File: config.mk
export PLATFORM = sky130hd
export DESIGN_NAME = nrs_re_demapper
export DESIGN_NICKNAME = d
export VERILOG_FILES = /design/src/rtl/nb_iot_ch_est_pkg.sv /design/src/rtl/nrs_slot_bank.sv /design/src/rtl/nrs_re_demapper.sv
export SDC_FILE = /design/constraint.sdc
export NUM_CORES = 1
export LEC_CHECK = 0
export CAP_MARGIN = 15
export CORE_UTILIZATION = 45
export CTS_BUF_LIST = sky130_fd_sc_hd__clkbuf_2
export DETAILED_ROUTE_END_ITERATION = 8
export DONT_BUFFER_PORTS = 1
export GPL_TIMING_DRIVEN = 0
export HOLD_SLACK_MARGIN = 0.03
export PLACE_DENSITY = 0.67
export SLEW_MARGIN = 10
export SYNTH_ARGS = -nofsm -noshare
export SYNTH_HDL_FRONTEND = slang
export SYNTH_SLANG_ARGS = --single-unit
File: constraint.sdc
create_clock -name clk -period 7.55 [get_ports clk]
set_input_delay 1.51 -clock clk [delete_from_list [all_inputs] [get_ports clk]]
set_output_delay 1.51 -clock clk [all_outputs]
set_load 0.03 [all_outputs]
File: src/rtl/nb_iot_ch_est_pkg.sv
// Shared constants, serve-FSM encoding and pilot-position helpers for the
// NB-IoT channel-estimator front end.
package nb_iot_ch_est_pkg;

    localparam logic [3:0] NRS_SYM_S0A  = 4'd5;
    localparam logic [3:0] NRS_SYM_S0B  = 4'd6;
    localparam logic [3:0] NRS_SYM_S1A  = 4'd12;
    localparam logic [3:0] NRS_SYM_S1B  = 4'd13;
    localparam logic [2:0] NRS_PER_SLOT = 3'd4;
    localparam int         NUM_SC       = 12;
    localparam logic [3:0] V_SECOND     = 4'd3;

    typedef enum logic [1:0] {
        ST_IDLE  = 2'd0,
        ST_READY = 2'd1,
        ST_SERVE = 2'd2
    } serve_state_t;

    // Lowest pilot subcarrier, (v_shift + v) mod 6; the second pilot sits 6 above.
    function automatic logic [3:0] pilot_base(input logic [2:0] v_shift, input logic second);
        logic [3:0] s;
        s = {1'b0, v_shift} + (second ? V_SECOND : 4'd0);
        if (s >= 4'd6) s = s - 4'd6;
        return s;
    endfunction

    function automatic logic is_nrs_sym(input logic [3:0] sym);
        return (sym == NRS_SYM_S0A) || (sym == NRS_SYM_S0B) ||
               (sym == NRS_SYM_S1A) || (sym == NRS_SYM_S1B);
    endfunction

    function automatic logic is_second_sym(input logic [3:0] sym);
        return (sym == NRS_SYM_S0B) || (sym == NRS_SYM_S1B);
    endfunction

endpackage

File: src/rtl/nrs_slot_bank.sv
// Four-entry I/Q pilot store for one slot, with per-entry written bits so a
// repeated write to the same entry does not advance the fill count.
module nrs_slot_bank
    import nb_iot_ch_est_pkg::*;
#(
    parameter int DATA_W = 16
) (
    input  logic              clk,
    input  logic              rst,
    input  logic              wr_en,
    input  logic [1:0]        wr_addr,
    input  logic [DATA_W-1:0] wr_re,
    input  logic [DATA_W-1:0] wr_im,
    input  logic              clr,
    input  logic [1:0]        rd_addr,
    output logic [DATA_W-1:0] rd_re,
    output logic [DATA_W-1:0] rd_im,
    output logic              full
);

    logic [DATA_W-1:0] re_q [4];
    logic [DATA_W-1:0] im_q [4];
    logic [3:0]        written;
    logic [2:0]        count;
    logic              wr_ok;

    assign full  = (count == NRS_PER_SLOT);
    assign wr_ok = wr_en && !full && !clr;
    assign rd_re = re_q[rd_addr];
    assign rd_im = im_q[rd_addr];

    // Fill tracking: clear wins over write, writes to a full bank are dropped.
    always_ff @(posedge clk) begin
        if (!rst) begin
            written <= 4'd0;
            count   <= 3'd0;
        end else if (clr) begin
            written <= 4'd0;
            count   <= 3'd0;
        end else if (wr_ok) begin
            written[wr_addr] <= 1'b1;
            if (!written[wr_addr]) count <= count + 3'd1;
        end
    end

    // Pilot payload storage; contents are only meaningful while written is set.
    always_ff @(posedge clk) begin
        if (wr_ok) begin
            re_q[wr_addr] <= wr_re;
            im_q[wr_addr] <= wr_im;
        end
    end

endmodule

File: src/rtl/nrs_re_demapper.sv
// NRS resource-element demapper: picks the 8 pilots of a subframe out of the
// FFT stream into two slot banks and serves them one bank at a time.
module nrs_re_demapper
    import nb_iot_ch_est_pkg::*;
#(
    parameter int DATA_W = 16,
    parameter int NUM_SC = 12
) (
    input  logic              clk,
    input  logic              rst,
    input  logic              fft_valid,
    input  logic [DATA_W-1:0] fft_re,
    input  logic [DATA_W-1:0] fft_im,
    input  logic [3:0]        fft_sym,
    input  logic [3:0]        fft_sc,
    input  logic [2:0]        v_shift,
    input  logic              demap_read,
    input  logic [3:0]        col,
    input  logic [1:0]        nrs_index_addr,
    output logic              demap_ready,
    output logic [DATA_W-1:0] nrs_re_out,
    output logic [DATA_W-1:0] nrs_im_out,
    output logic              nrs_out_valid,
    output logic              overflow_err,
    output logic              req_err
);

    serve_state_t      state, state_nxt;
    logic              serve_ptr;

    logic              second, wr_bank, vs_ok, hit_m0, hit_m1, cap, sym0;
    logic [3:0]        base;
    logic [1:0]        wr_addr;
    logic [1:0]        wr_en, clr, full;
    logic [DATA_W-1:0] bank_re [2];
    logic [DATA_W-1:0] bank_im [2];

    logic              rd_bank, col_ok, rd_req, rd_legal, rd_bad, release_now;

    // Capture decode: pilot test for the incoming RE.
    always_comb begin
        second  = is_second_sym(fft_sym);
        wr_bank = (fft_sym >= NRS_SYM_S1A);
        vs_ok   = (v_shift <= 3'd5);
        base    = pilot_base(v_shift, second);
        hit_m0  = (fft_sc == base);
        hit_m1  = (fft_sc == base + 4'd6);
        cap     = fft_valid && vs_ok && is_nrs_sym(fft_sym) && (int'(fft_sc) < NUM_SC)
                  && (hit_m0 || hit_m1);
        wr_addr = {second, hit_m1};
        sym0    = fft_valid && (fft_sym == 4'd0);
        wr_en   = {cap && wr_bank, cap && !wr_bank};
    end

    // Read request decode: a legal read targets the served bank with a matching half.
    always_comb begin
        rd_bank     = (col >= NRS_SYM_S1A);
        col_ok      = is_nrs_sym(col);
        rd_req      = demap_read && (state != ST_IDLE);
        rd_legal    = rd_req && col_ok && (rd_bank == serve_ptr)
                      && (nrs_index_addr[1] == is_second_sym(col));
        rd_bad      = rd_req && !rd_legal;
        release_now = rd_legal && (nrs_index_addr == 2'd3);
        clr[0]      = (sym0 && !full[0]) || (release_now && !serve_ptr);
        clr[1]      = (sym0 && !full[1]) || (release_now && serve_ptr);
    end

    for (genvar g = 0; g < 2; g++) begin : g_bank
        nrs_slot_bank #(.DATA_W(DATA_W)) u_bank (
            .clk     (clk),
            .rst     (rst),
            .wr_en   (wr_en[g]),
            .wr_addr (wr_addr),
            .wr_re   (fft_re),
            .wr_im   (fft_im),
            .clr     (clr[g]),
            .rd_addr (nrs_index_addr),
            .rd_re   (bank_re[g]),
            .rd_im   (bank_im[g]),
            .full    (full[g])
        );
    end

    // Serve FSM state register.
    always_ff @(posedge clk) begin
        if (!rst) state <= ST_IDLE;
        else      state <= state_nxt;
    end

    // Serve FSM next-state logic.
    always_comb begin
        state_nxt = state;
        case (state)
            ST_IDLE:  if (full[serve_ptr]) state_nxt = ST_READY;
            ST_READY: if (release_now)     state_nxt = ST_IDLE;
                      else if (rd_legal)   state_nxt = ST_SERVE;
            ST_SERVE: if (release_now)     state_nxt = ST_IDLE;
            default:                       state_nxt = ST_IDLE;
        endcase
    end

    // Serve FSM outputs.
    always_comb begin
        demap_ready = (state == ST_READY) || (state == ST_SERVE);
    end

    // Read data path, serve pointer and sticky error flags.
    always_ff @(posedge clk) begin
        if (!rst) begin
            serve_ptr     <= 1'b0;
            nrs_out_valid <= 1'b0;
            nrs_re_out    <= '0;
            nrs_im_out    <= '0;
            overflow_err  <= 1'b0;
            req_err       <= 1'b0;
        end else begin
            nrs_out_valid <= rd_legal;
            if (rd_legal) begin
                nrs_re_out <= bank_re[rd_bank];
                nrs_im_out <= bank_im[rd_bank];
            end
            if (release_now) serve_ptr <= ~serve_ptr;
            if (cap && full[wr_bank]) overflow_err <= 1'b1;
            if (rd_bad || (fft_valid && !vs_ok)) req_err <= 1'b1;
        end
    end

endmodule
## Word level (Yosys, flattened, before mapping)

Memories as Yosys holds them, arrays and structs flattened.
Index checks and enable logic that the tools add are counted.

- Output and inout bits: 36
- Register bits: 52
- Memories: 4
- RAM bits: 256
- Word-level logic and storage cells: 137

- Add/sub/neg operators: 5
- Reduce and logical (&&, ||, !) cells: 53
- Order comparisons: 10
- Bitwise operators: 7
- Equality and inequality tests: 20
- Muxes and demuxes: 27

Memory list:

| memory | depth | width | read ports | clocked after memory_dff | write ports | RTL line | RTL |
|---|---|---|---|---|---|---|---|
| g_bank[0].u_bank.im_q | 4 | 16 | 1 | 0 | 1 | nrs_slot_bank.sv:22 | `logic [DATA_W-1:0] im_q [4];` |
| g_bank[0].u_bank.re_q | 4 | 16 | 1 | 0 | 1 | nrs_slot_bank.sv:21 | `logic [DATA_W-1:0] re_q [4];` |
| g_bank[1].u_bank.im_q | 4 | 16 | 1 | 0 | 1 | nrs_slot_bank.sv:22 |  |
| g_bank[1].u_bank.re_q | 4 | 16 | 1 | 0 | 1 | nrs_slot_bank.sv:21 |  |

Operator list:

| cell | count |
|---|---|
| 16-bit 2-to-1 mux | 6 |
| 1-bit logical AND | 24 |
| 4-bit by 3-bit equality test with 1-bit output (second input constant) | 4 |
| 4-bit equality test (second input constant) | 4 |
| 1-bit logical OR | 13 |
| 1-bit 2-to-1 mux | 11 |
| 2-bit 2-to-1 mux | 5 |
| 4-bit equality test | 2 |
| 4-bit greater-or-equal comparator (second input constant) | 2 |
| 1-bit logical NOT | 8 |
| 4-bit OR | 2 |
| 3-bit by 1-bit adder with 3-bit output (second input constant) | 2 |
| 3-bit equality test (second input constant) | 2 |
| 2-bit one-hot mux with 3 select lines | 1 |
| 3-bit by 2-bit adder with 4-bit output | 1 |
| 4-bit by 3-bit adder with 4-bit output (second input constant) | 1 |
| 1-bit binary-select mux with 2-bit select | 2 |
| 2-bit equality test (second input constant) | 2 |
| 4-bit by 3-bit greater-or-equal comparator with 1-bit output (second input constant) | 1 |
| 4-bit logical NOT | 1 |
| 1-bit by 2-bit less-than comparator with 1-bit output (second input constant) | 2 |
| 4-bit less-than comparator (second input constant) | 1 |
| 4-bit 2-to-1 mux | 1 |
| 2-bit != test (second input constant) | 2 |
| other kinds (16) | 22 |

## Depth between registers and ports, before layout

- Word-level depth: 15
- Depth in mapped cells: 22
- Gate-level depth less buffers: 19

## Hierarchy

A second synthesis with hierarchy kept.

- Cells, all modules: 708
- Area total of the unflattened synthesis: 12378.1 um^2

By module, submodules not included:

| module | times used | seq. area each (um^2) | cells each | area an instance (um^2) |
|---|---|---|---|---|
| nrs_slot_bank | 2 | 3983.8 | 203 | 4947.2 |
| nrs_re_demapper | 1 | 760.7 | 302 | 2483.6 |

## Worst setup path before layout

Ideal clock, no wire load.

- Kind: input to register
- From: input fft_sym[0]
- To: memory g_bank[0].u_bank.im_q[1][0], enable pin
- Data arrival time: 7.402 ns
- Path buffers: 2
- Library setup time: 0.463 ns
- Path slack: -0.315 ns
- Stages: 17
- Cell sequence: nor3b_1 > o21a_1 > clkbuf_1 > ha_1 > inv_1 > fa_1 > buf_6 > or3b_1 > mux2_4 > nor2b_1 > ha_1 > xor2_1 > nand2b_1 > a2111oi_4 > a21o_1 > nand3_1 > nor3_1

- Word-level cells in the longest chain between the ends: 15
- Elaborated cells on any way between the ends: 32

Ends and longest elaborated chain:

| item | RTL line | RTL |
|---|---|---|
| start, declared | nrs_re_demapper.sv:14 | `input logic [3:0] fft_sym,` |
| 4-bit by 3-bit equality test with 1-bit output / 4-bit equality test (equally long branches) | nb_iot_ch_est_pkg.sv:28, nb_iot_ch_est_pkg.sv:33, nb_iot_ch_est_pkg.sv:29 |  |
| 1-bit logical OR | nb_iot_ch_est_pkg.sv:33 | `return (sym == NRS_SYM_S0B) \|\| (sym == NRS_SYM_S1B);` |
| 2-bit 2-to-1 mux | nb_iot_ch_est_pkg.sv:22 | `s = {1'b0, v_shift} + (second ? V_SECOND : 4'd0);` |
| 3-bit by 2-bit adder with 4-bit output | nb_iot_ch_est_pkg.sv:22 |  |
| 4-bit by 3-bit subtractor with 4-bit output / 4-bit by 3-bit greater-or-equal comparator with 1-bit output (equally long branches) | nb_iot_ch_est_pkg.sv:23 | `if (s >= 4'd6) s = s - 4'd6;` |
| 4-bit 2-to-1 mux | nb_iot_ch_est_pkg.sv:23 |  |
| 4-bit by 3-bit adder with 4-bit output | nrs_re_demapper.sv:47 | `hit_m1 = (fft_sc == base + 4'd6);` |
| 4-bit equality test | nrs_re_demapper.sv:47 |  |
| 1-bit logical OR | nrs_re_demapper.sv:49 | `&& (hit_m0 \|\| hit_m1);` |
| 1-bit logical AND | nrs_re_demapper.sv:49 |  |
| 1-bit logical AND | nrs_re_demapper.sv:52 | `wr_en = {cap && wr_bank, cap && !wr_bank};` |
| 1-bit logical AND (2 in series) | nrs_slot_bank.sv:28 | `assign wr_ok = wr_en && !full && !clr;` |
| 1-bit 2-to-1 mux | nrs_slot_bank.sv:48 | `if (wr_ok) begin` |
| 1-bit 2-to-1 mux (implied by the code) | nrs_slot_bank.sv:50 | `im_q[wr_addr] <= wr_im;` |
| end, declared | nrs_slot_bank.sv:22 |  |

Several ways; a longest one is shown, not always the timed one.

## Final worst setup path

- From: input fft_sym[0]
- To: memory g_bank[0].u_bank.re_q[3][2], enable pin

- Word-level cells in the longest chain between the ends: 15
- Elaborated cells on any way between the ends: 32

Ends and longest elaborated chain:

| item | RTL line | RTL |
|---|---|---|
| 4-bit by 3-bit equality test with 1-bit output / 4-bit equality test (equally long branches) | nb_iot_ch_est_pkg.sv:28, nb_iot_ch_est_pkg.sv:33, nb_iot_ch_est_pkg.sv:29 |  |
| 1-bit logical OR | nb_iot_ch_est_pkg.sv:33 |  |
| 2-bit 2-to-1 mux | nb_iot_ch_est_pkg.sv:22 |  |
| 3-bit by 2-bit adder with 4-bit output | nb_iot_ch_est_pkg.sv:22 |  |
| 4-bit by 3-bit subtractor with 4-bit output / 4-bit by 3-bit greater-or-equal comparator with 1-bit output (equally long branches) | nb_iot_ch_est_pkg.sv:23 |  |
| 4-bit 2-to-1 mux | nb_iot_ch_est_pkg.sv:23 |  |
| 4-bit by 3-bit adder with 4-bit output | nrs_re_demapper.sv:47 |  |
| 4-bit equality test | nrs_re_demapper.sv:47 |  |
| 1-bit logical OR | nrs_re_demapper.sv:49 |  |
| 1-bit logical AND | nrs_re_demapper.sv:49 |  |
| 1-bit logical AND | nrs_re_demapper.sv:52 |  |
| 1-bit logical AND (2 in series) | nrs_slot_bank.sv:28 |  |
| 1-bit 2-to-1 mux | nrs_slot_bank.sv:48 |  |
| 1-bit 2-to-1 mux (implied by the code) | nrs_slot_bank.sv:49 | `re_q[wr_addr] <= wr_re;` |
| end, declared | nrs_slot_bank.sv:21 |  |

Several ways; a longest one is shown, not always the timed one.

==> run summary <==
status: finished clean
pin count of the biggest net entering global routing: 22
height of the die: 168 um
final wirelength: 26.8 mm
FILL cells: 2167
Max Cap Viol: 0
final net count: 857
flops & latches, synth: 308
cts repair resizes: 0
ys flop type: edfxtp_1
share of layout cells above drive strength 1: 27.5%
Vias: 6772
# IOs: 89
routability cong.: 0.783
Worst Skew: 0.0469 ns
first-pass iteration count of the detailed router: 5
cts bufs inserted: 78
instance count of the mapped netlist: 692
pre-CTS setup slack: 0.0723 ns
Final min period: 6.71 ns
clock root cell: clkbuf_2
dpl hpwl: 17.7 mm
leakage power: 5.10 nW
multi-input logic area: 0.00350 mm2
number of flops mapped to enable cells by yosys: 256
Min-Delay Startpoint: g_bank[0].u_bank.count[1]$_SDFFE_PP0P_
first-pass GRT wire length: 40.8 mm
Tightest Hold Check Type: flip-flop to flip-flop
drt drc: 0
Avg WL per Cell: 22.5 um
synthesized cell area: 0.0124 mm2
placed cell area: 0.0132 mm2
flop-to-flop setup slack: 4.02 ns
worst-margin pin slew: 1.04 ns
total power divided by cell area: 227 mW/mm2
Routed Antenna Nets: 0
IO Port Bufs: 0
number of buffers inserted by hold repair at cts: 0
syn nets: 757
Sequential Area: 0.00873 mm2
# H-tree levels: 3
syn_area_per_cell: 17.9 um2
core area: 0.0270 mm2
Finished Cell Area: 0.0139 mm2
synth warn: 0
crit-path max FO: 10
final worst-path cycle share: 88.9%
number of global-route vias before repair: 7245
Die Width: 168 um
r2r startpoint: serve_ptr$_SDFFE_PN0P_
Post-CTS Setup Bufs: 0
Seq/Total Area, Yosys: 70.5%
CP arrival: 7.19 ns
met3 Resource Use GR: 6.18%
CTS tree: yes
WP data required: 8.03 ns
met1 Track Usage GR: 24.4%
number of clock sinks: 308
Peak VDD IR: 95.2 uV
Tot GR Track Use: 19.6%
Synth cell types: 58
critical path type: primary input to flip-flop
Clock Path Buffers: 3
Finish-stage setup viols: 0
Worst Setup SP: fft_sym[0]
Clock Latency Late Sink: 0.81 ns
RSZ-0062 raised after global routing: no
final hold violation count: 0
total grt overflow: 0
initial antenna violation count: 1
Cell Rows: 60
Max Clock Freq: 149 MHz
asr flop ratio synth: 0%
CP Capture Type: flip-flop
Initial Utilization: 45.9%
Worst Setup Start Kind: primary input
Iter 0 DRT Violations: 421
Max-slew headroom: 30.5%
clock slew at reported path FFs: 0.09 ns
vias per cell: 5.68
total die area: 0.0282 mm2
Area growth, synth to finish: 12.4%
final worst setup slack: 0.840 ns
met2 Track Usage GR: 32.1%
GRT busiest layer: met2
Pins Over Slew Limit: 0
registers in the layout, indices dropped and copies added (netlist names), 2 cells and up:
register	flops
state	2
g_bank.u_bank.written	8
nrs_im_out	16
nrs_re_out	16
g_bank.u_bank.re_q	128
g_bank.u_bank.count	6
g_bank.u_bank.im_q	128
where the power goes:
group          internal [W]  total, W  switching, W
Sequential          0.00184   0.00184    0.00000167
Combinational     0.0000728  0.000161     0.0000880
Clock              0.000517   0.00115      0.000637
Total               0.00243   0.00316      0.000726
routing by layer:
layer | share of wire, % | routed length (um) | up-vias
met3 | 8.5 | 2270 | 38
met1 | 40 | 10700 | 3468
met4 | 1.9 | 503 | 0
li1 | - | - | 3030
met5 | 0 | 0 | -
met2 | 50 | 13400 | 236
synth_stat cells, types with 2 or more instances:
library cell | n | share of area [%]
a211o_2 | 2 | 0.16
a211oi_1 | 2 | 0.12
a211oi_2 | 2 | 0.20
a21boi_0 | 3 | 0.18
a21o_1 | 4 | 0.24
a21oi_1 | 10 | 0.40
a21oi_2 | 2 | 0.14
a221oi_1 | 2 | 0.14
a311o_1 | 2 | 0.16
a31oi_1 | 3 | 0.15
and2_1 | 3 | 0.15
and3_1 | 5 | 0.25
buf_1 | 11 | 0.33
buf_6 | 2 | 0.18
clkbuf_1 | 19 | 0.58
dfxtp_1 | 52 | 8.4
edfxtp_1 | 256 | 62
ha_1 | 11 | 1.1
inv_1 | 13 | 0.39
inv_2 | 2 | 0.061
mux2i_1 | 40 | 3.2
mux4_2 | 64 | 12
nand2_1 | 53 | 1.6
nand2b_1 | 5 | 0.25
nand3_1 | 7 | 0.28
nand3b_1 | 3 | 0.18
nand4_1 | 2 | 0.10
nand4b_1 | 3 | 0.21
nor2_1 | 16 | 0.49
nor2b_1 | 8 | 0.40
nor3_1 | 4 | 0.16
nor3b_1 | 4 | 0.24
nor4_1 | 3 | 0.15
o211a_1 | 32 | 2.6
o211ai_1 | 3 | 0.18
o21a_1 | 9 | 0.55
o21ai_0 | 6 | 0.24
xnor2_1 | 2 | 0.14
xor2_1 | 3 | 0.21
cells in the final DEF, fill, tap and decap left out, types with 3 or more instances in the layout:
cell type / n
mux2i_1: 40
and2_1: 3
nor4_1: 3
o21ai_0: 6
nor2_4: 4
nand3_1: 7
o211a_1: 32
nand3b_1: 3
nor3b_1: 4
buf_16: 5
xor2_1: 3
buf_4: 9
bufinv_16: 3
nor2b_1: 8
nand2b_1: 5
buf_6: 6
o21a_1: 9
nand2_1: 53
ha_1: 11
a21boi_0: 3
and3_1: 5
inv_1: 13
a21oi_1: 10
mux4_2: 64
a21o_1: 4
buf_1: 11
inv_2: 3
nand4b_1: 3
nor3_2: 3
dfxtp_1: 52
nor2_1: 12
clkinv_1: 13
clkbuf_2: 119
clkbuf_1: 19
o211ai_1: 3
edfxtp_1: 256
a31oi_1: 3
cell families (layout without fill, tap and decap cells):
logic type | count (synthesis) | count (layout) | synth area share, %
AO/OA/AOI/OAI | 89 | 89 | 6.10
XOR/XNOR | 5 | 5 | 0.354
adder cells (fa/ha/maj) | 12 | 12 | 1.27
buffers and inverters | 49 | 207 | 1.65
flip-flops | 308 | 308 | 70.5
multiplexers | 105 | 105 | 15.0
other | 0 | 1 | 0
AND/OR/NAND/NOR | 124 | 124 | 5.11
final timing paths:
path / depth (start not counted) / endpoint
max: 22 / g_bank[0].u_bank.re_q[3][2]$_DFFE_PP_
min: 2 / g_bank[0].u_bank.count[1]$_SDFFE_PP0P_
max reg2reg: 11 / g_bank[0].u_bank.re_q[3][2]$_DFFE_PP_
min reg2reg: 2 / g_bank[0].u_bank.count[1]$_SDFFE_PP0P_
critical path, stage by stage:
cell and delay, ns:
nor3b_1 0.27, o21a_1 0.16, clkbuf_1 0.50, ha_1 0.33, inv_1 0.08, fa_1 0.50, buf_6 0.13, inv_1 0.04
ha_1 0.30, nor2b_1 0.05, mux2i_1 0.25, nand2_1 0.13, ha_1 0.31, xor2_1 0.15, nand2b_1 0.11, a2111oi_4 0.43
a21o_1 0.27, nand3_1 0.36, nor3_2 0.61, buf_6 0.24, buf_4 0.21, buf_4 0.23
layout make-up:
| class | instances | area share (%) |
|---|---|---|
| clock inverter | 19 | 1.10 |
| inverter | 15 | 0.405 |
| clock buffer | 119 | 4.28 |
| timing repair buffer | 20 | 2.14 |
| buffer | 34 | 1.06 |
| tap | 341 | 3.07 |
| antenna | 1 | 0.0180 |
| sequential | 308 | 62.8 |
| multi-input combinational | 335 | 25.2 |
metrics by stage:
| stage | hold slack (ns) | util, % | setup TNS (ns) | power [W] | std cells |
|---|---|---|---|---|---|
| final | 0.492 | 51.6 | 0 | 0.00316 | 1192 |
| after global placement | 0.450 | 47.5 | -540.35 | 0.00203 | 1033 |
| after floorplan | 0.438 | - | -28.87 | 0.00200 | 692 |
| after detailed placement | 0.475 | 48.8 | 0 | 0.00204 | 1053 |
| after CTS | 0.489 | 51.6 | 0 | 0.00319 | 1191 |
| after global routing | 0.511 | 51.6 | 0 | 0.00329 | 1192 |
Note: power is estimated with default switching activity, not from simulation.
